**config.mk**
```make
export PLATFORM = sky130hd
export DESIGN_NAME = v_upd_ingress
export DESIGN_NICKNAME = d
export VERILOG_FILES = /design/src/rtl/v_upd_ingress.sv
export SDC_FILE = /design/constraint.sdc
export NUM_CORES = 1
export LEC_CHECK = 0
export CAP_MARGIN = 40
export CORE_MARGIN = 2
export CORE_UTILIZATION = 35
export CTS_BUF_LIST = sky130_fd_sc_hd__clkbuf_2 sky130_fd_sc_hd__clkbuf_4 sky130_fd_sc_hd__clkbuf_8
export CTS_CLUSTER_SIZE = 12
export DETAILED_ROUTE_END_ITERATION = 6
export GPL_ROUTABILITY_DRIVEN = 0
export MAX_ROUTING_LAYER = met4
export PLACE_DENSITY = 0.58
export SLEW_MARGIN = 20
export SYNTH_ARGS = -nofsm -noshare
export SYNTH_HDL_FRONTEND = slang
export SYNTH_SLANG_ARGS = --single-unit
```
**constraint.sdc**
```tcl
create_clock -name clk -period 16.25 [get_ports clk]
set_input_delay 3.25 -clock clk [delete_from_list [all_inputs] [get_ports clk]]
set_output_delay 3.25 -clock clk [all_outputs]
set_load 0.01 [all_outputs]
```
**src/rtl/v_upd_ingress.sv**
```systemverilog
// Ingress queue in front of v_pipe_update. Buffers update commands that
// arrive without backpressure, holds them while table init is busy, and
// issues them in order, stalling a head whose prod_id is still inside the
// pipe's read-modify-write window.
//
// Handshake: the upstream side has no ready; a command presented with
// i_upd_vld=1 is either written to the tail in that cycle or dropped (and
// o_overflow_r latched). Downstream has no ready either; o_upd_vld is a
// one-cycle pulse and the o_upd_* payload is valid in that cycle.

package v_pkg;
    typedef logic [7:0]  id_t;
    typedef logic [2:0]  cmd_t;
    typedef logic [31:0] key_t;
    typedef logic [15:0] size_t;

    typedef struct packed {
        id_t   prod_id;
        cmd_t  cmd;
        key_t  key;
        size_t size;
    } upd_t;
endpackage

module v_upd_ingress #(
    parameter int DEPTH    = 8,
    parameter int HAZARD_N = 3,
    parameter int ID_W     = $bits(v_pkg::id_t),
    parameter int CMD_W    = $bits(v_pkg::cmd_t),
    parameter int KEY_W    = $bits(v_pkg::key_t),
    parameter int SIZE_W   = $bits(v_pkg::size_t),
    parameter int LVL_W    = $clog2(DEPTH + 1)
) (
    input  logic              clk,
    input  logic              rst,
    input  logic              i_upd_vld,
    input  logic [ID_W-1:0]   i_upd_prod_id,
    input  logic [CMD_W-1:0]  i_upd_cmd,
    input  logic [KEY_W-1:0]  i_upd_key,
    input  logic [SIZE_W-1:0] i_upd_size,
    input  logic              i_busy,
    output logic              o_upd_vld,
    output logic [ID_W-1:0]   o_upd_prod_id,
    output logic [CMD_W-1:0]  o_upd_cmd,
    output logic [KEY_W-1:0]  o_upd_key,
    output logic [SIZE_W-1:0] o_upd_size,
    output logic [LVL_W-1:0]  o_level_r,
    output logic              o_full_r,
    output logic              o_overflow_r
);

    localparam int AW = $clog2(DEPTH);

    v_pkg::upd_t       mem [DEPTH];
    v_pkg::upd_t       head;
    v_pkg::upd_t       in_entry;
    logic [AW-1:0]     wr_ptr;
    logic [AW-1:0]     rd_ptr;
    logic [LVL_W-1:0]  level_nxt;
    logic              empty;
    logic              hazard;
    logic              issue;
    logic              enq;
    logic              drop;

    // Recently issued ids, slot 0 newest; an id stays here HAZARD_N cycles.
    logic [HAZARD_N-1:0] hist_vld;
    logic [ID_W-1:0]     hist_id [HAZARD_N];

    assign head     = mem[rd_ptr];
    assign in_entry = '{prod_id: i_upd_prod_id, cmd: i_upd_cmd,
                        key: i_upd_key, size: i_upd_size};
    assign empty    = (o_level_r == '0);

    // RAW hazard: head id matches any id still in the pipe's RMW window.
    always_comb begin
        hazard = 1'b0;
        for (int i = 0; i < HAZARD_N; i++) begin
            if (hist_vld[i] && (hist_id[i] == head.prod_id)) begin
                hazard = 1'b1;
            end
        end
    end

    // Issue/enqueue decisions; a full queue still accepts when it pops this cycle.
    always_comb begin
        issue = !empty && !i_busy && !hazard;
        enq   = i_upd_vld && (!o_full_r || issue);
        drop  = i_upd_vld && !enq;
    end

    // Next occupancy: push and pop in the same cycle cancel out.
    always_comb begin
        level_nxt = o_level_r;
        case ({enq, issue})
            2'b10:   level_nxt = o_level_r + LVL_W'(1);
            2'b01:   level_nxt = o_level_r - LVL_W'(1);
            default: level_nxt = o_level_r;
        endcase
    end

    // Storage array; contents need no reset because occupancy gates every read.
    always_ff @(posedge clk) begin
        if (enq) begin
            mem[wr_ptr] <= in_entry;
        end
    end

    // Pointers, occupancy, full and sticky overflow.
    always_ff @(posedge clk) begin
        if (!rst) begin
            wr_ptr       <= '0;
            rd_ptr       <= '0;
            o_level_r    <= '0;
            o_full_r     <= 1'b0;
            o_overflow_r <= 1'b0;
        end else begin
            if (enq) begin
                wr_ptr <= wr_ptr + AW'(1);
            end
            if (issue) begin
                rd_ptr <= rd_ptr + AW'(1);
            end
            o_level_r <= level_nxt;
            o_full_r  <= (level_nxt == LVL_W'(DEPTH));
            if (drop) begin
                o_overflow_r <= 1'b1;
            end
        end
    end

    // Hazard history shifts every cycle, including while busy, so old ids age out.
    always_ff @(posedge clk) begin
        if (!rst) begin
            hist_vld <= '0;
            for (int i = 0; i < HAZARD_N; i++) begin
                hist_id[i] <= '0;
            end
        end else begin
            for (int i = HAZARD_N - 1; i > 0; i--) begin
                hist_vld[i] <= hist_vld[i-1];
                hist_id[i]  <= hist_id[i-1];
            end
            hist_vld[0] <= issue;
            hist_id[0]  <= head.prod_id;
        end
    end

    // Registered issue port: one-cycle valid pulse, payload held between issues.
    always_ff @(posedge clk) begin
        if (!rst) begin
            o_upd_vld     <= 1'b0;
            o_upd_prod_id <= '0;
            o_upd_cmd     <= '0;
            o_upd_key     <= '0;
            o_upd_size    <= '0;
        end else begin
            o_upd_vld <= issue;
            if (issue) begin
                o_upd_prod_id <= head.prod_id;
                o_upd_cmd     <= head.cmd;
                o_upd_key     <= head.key;
                o_upd_size    <= head.size;
            end
        end
    end

endmodule

```
==> impl_metrics.tcl <==
set metrics [dict create \
    yosysSeqAreaShare_pct 74.4 \
    multi_input_area_mm2 0.00527 \
    die_area_mm2 0.0642 \
    slowest_stage "clkdlybuf4s50_1" \
    register_area_mm2 0.0162 \
    postRouteAntennaNets 0 \
    synthTopCellsByArea "edfxtp_1 65%, mux4_2 11%, dfxtp_1 9.3%" \
    pin_count 129 \
    antenna_found_initial 6 \
    vias 10600 \
    cts_resized 0 \
    min_period_over_period_pct 37.3 \
    grt_setup_unrepaired "false" \
    holdWs_ns 0.449 \
    clock_skew_ns 0.0293 \
    cts_tree "built" \
    root_buffer "clkbuf_8" \
    clk_latency_ns 0.65 \
    final_cells 2206 \
    ys_types 48 \
    cp_max_fo 57 \
    cap_violations 0 \
    path_cells "clkdlybuf4s50_1 -> a21oi_1 -> o41ai_4 -> nor3_4 -> buf_4 -> buf_16 -> o21ai_0 -> ha_1 -> xor2_1 -> ha_1 -> a21oi_1 -> xor2_1 -> nor2_1 -> xnor2_1 -> and3_1" \
    die_w_um 253 \
    post-cts-setup-buffer-count 0 \
    clock_sinks 573 \
    yosysWarningCount 0 \
    dp_hpwl_um 25700 \
    setup_viol 0 \
    rows 91 \
    clockBufferDepth 3 \
    yosysTopAreaCell "edfxtp_1" \
    path_class "in2reg" \
    tightest_slew_ns 0.812 \
    port_buffers 128 \
    area_growth_pct 20.2 \
    avgSynthCellArea_um2 19.9 \
    synth_edf_count 472 \
    filler_cell_count 5407 \
    hold_violations 0 \
    ys.flop_type "edfxtp_1" \
    finalMaxSlewViolations 0 \
    status "complete, no violations" \
    first_pass_iters 6 \
    grt_pass1_wl_um 67200 \
    final_util_pct 42.4 \
    drt-initial-drc-count 656 \
    design_area_mm2 0.0261 \
    synthArstFlopShare_pct 0 \
    postSynthCellCount 1096 \
    critPathTopFamily "buffers and inverters" \
    num-nets-final 1357 \
    arrival_ns 6.67 \
    grt_max_degree 58 \
    drt-total-wl_um 44100 \
    gr-total-overflow 0 \
    place_area_mm2 0.0243 \
    grtUsageTotal_pct 14.4 \
    core_area_mm2 0.0616 \
    leakagePower_nw 8.18 \
    crit_path_end_kind "register" \
    dp.cells 2032 \
    holdBufCountCts 0 \
    max_freq_mhz 165 \
    worst_hold_path_type "reg2reg" \
    synth_top_area_share_pct 65.1 \
    vdd_drop_max_v 0.0000707 \
    layout-drive-gt1-share_pct 27.8 \
    vias_per_cell 4.83 \
    ys_ff_latch 573 \
    post-route-drc-count 0 \
    critical_path.startpoint_type "input pin" \
    clk_pin_slew_ns 0.06 \
    numCtsBuffers 92 \
    synth_fp_nets 1164 \
    syn-cell-area_mm2 0.0218 \
    dieHeight_um 253 \
    relSlewSlack_pct 45.9 \
    finalCriticalPeriod_ns 6.07 \
    finalSetupTns_ns 0 \
    path_buf_inv 3 \
    pwr_density_cell_mw_per_mm2 149 \
    start_util_pct 35.3 \
    h-tree-depth 3 \
    crit_required_ns 16.85 \
    wl_per_cell_um 20.0 \
    max_stage_delay_ns 0.40 \
    grt_pass1_vias 11200 \
]
flip-flops by register name, summed over array words and instances, names as in the netlist, named ones only:
register	cells
mem	472
o_upd_key	32
hist_id	24
o_upd_size	16
o_upd_prod_id	8
o_level_r	4
hist_vld	3
o_upd_cmd	3
rd_ptr	3
wr_ptr	3
o_full_r	1
o_overflow_r	1
cells in the mapped netlist (3+ instances only):
master / instances
mux4_2: 110
o22ai_1: 3
dfxtp_1: 101
a22o_1: 3
mux2_2: 8
nand3b_1: 3
nor4_1: 5
inv_1: 7
buf_2: 16
a211oi_2: 55
nand4_1: 3
o21ai_0: 16
nand3_1: 8
a21oi_1: 6
buf_6: 10
mux2i_2: 3
ha_1: 5
xor2_1: 15
clkbuf_1: 27
nand2b_1: 4
nor3_1: 12
edfxtp_1: 472
nand2_1: 5
mux2i_1: 66
xnor2_1: 3
or3_1: 9
buf_1: 4
nor2_1: 80
and2_1: 15
area by class of cell:
type	count	area share (%)
inverters	8	0.124
clock inverters	28	0.694
well taps	837	4.01
clock buffers	139	6.48
multi-input cells	457	20.2
repair buffers	157	6.49
flip-flops and latches	573	62.0
diodes	7	0.0670
worst register-to-register path, delay by kind of cell (launching register included):
kind | cells | cell delay [ns]
flip-flops | 1 | 0.67
XOR/XNOR | 4 | 0.67
multiplexers | 2 | 1.08
AND/OR/NAND/NOR | 5 | 1.01
buffers and inverters | 4 | 1.46
AO/OA/AOI/OAI | 2 | 0.42
adder cells (fa/ha/maj) | 2 | 0.54
worst paths after layout:
kind                              from  cells after the start                   endpoint  slack, ns
min          hist_id[0][15]$_SDFF_PN0_                      2  hist_id[0][23]$_SDFF_PN0_       0.45
max                             i_busy                     15        o_full_r$_SDFF_PN0_      10.18
max reg2reg                   register                     19        o_full_r$_SDFF_PN0_      10.35
min reg2reg  hist_id[0][15]$_SDFF_PN0_                      2  hist_id[0][23]$_SDFF_PN0_       0.45
cell families (layout without fill, tap and decap cells):
group | after synthesis | count (layout) | synth area share [%]
other | 0 | 7 | 0
muxes | 188 | 188 | 15.1
and+or+nand+nor | 152 | 152 | 3.43
AOI/OAI and AO/OA | 94 | 94 | 4.41
buffers and inverters | 66 | 332 | 1.59
xor gates and xnor gates | 18 | 18 | 0.725
DFF | 573 | 573 | 74.4
adders and majority gates | 5 | 5 | 0.287
layout by cell type, fill, tap and decap left out, types with 18 or more instances in the layout:
master           Yosys  layout
edfxtp_1           472     472
clkdlybuf4s50_1      0     128
mux4_2             110     110
clkbuf_8             0     104
dfxtp_1            101      98
nor2_1              80      79
mux2i_1             66      66
a211oi_2            55      55
clkbuf_4             0      35
buf_4                1      18
metal layers:
layer  part of all wire [%]  GRT usage [%]  vias up
met5                      0              -        -
met3                    5.0           3.22       75
met4                    2.0           5.04        0
met1                     45           18.8     5516
met2                     48           22.2      227
li1                       -              -     4828
power breakdown:
group	internal [mW]	leakage (nW)	switching, mW
combinational	0.438	2.06	0.435
sequential	1.70	5.12	0.0720
clock	0.696	1.01	0.542
metrics by stage:
step,setup slack [ns],power (mW)
after floorplan,6.03,2.40
after global placement,9.33,2.66
after detailed placement,9.57,2.70
after CTS,10.25,3.95
after global routing,9.80,4.08
final,10.18,3.89
Note: power is estimated with default switching activity, not from simulation.
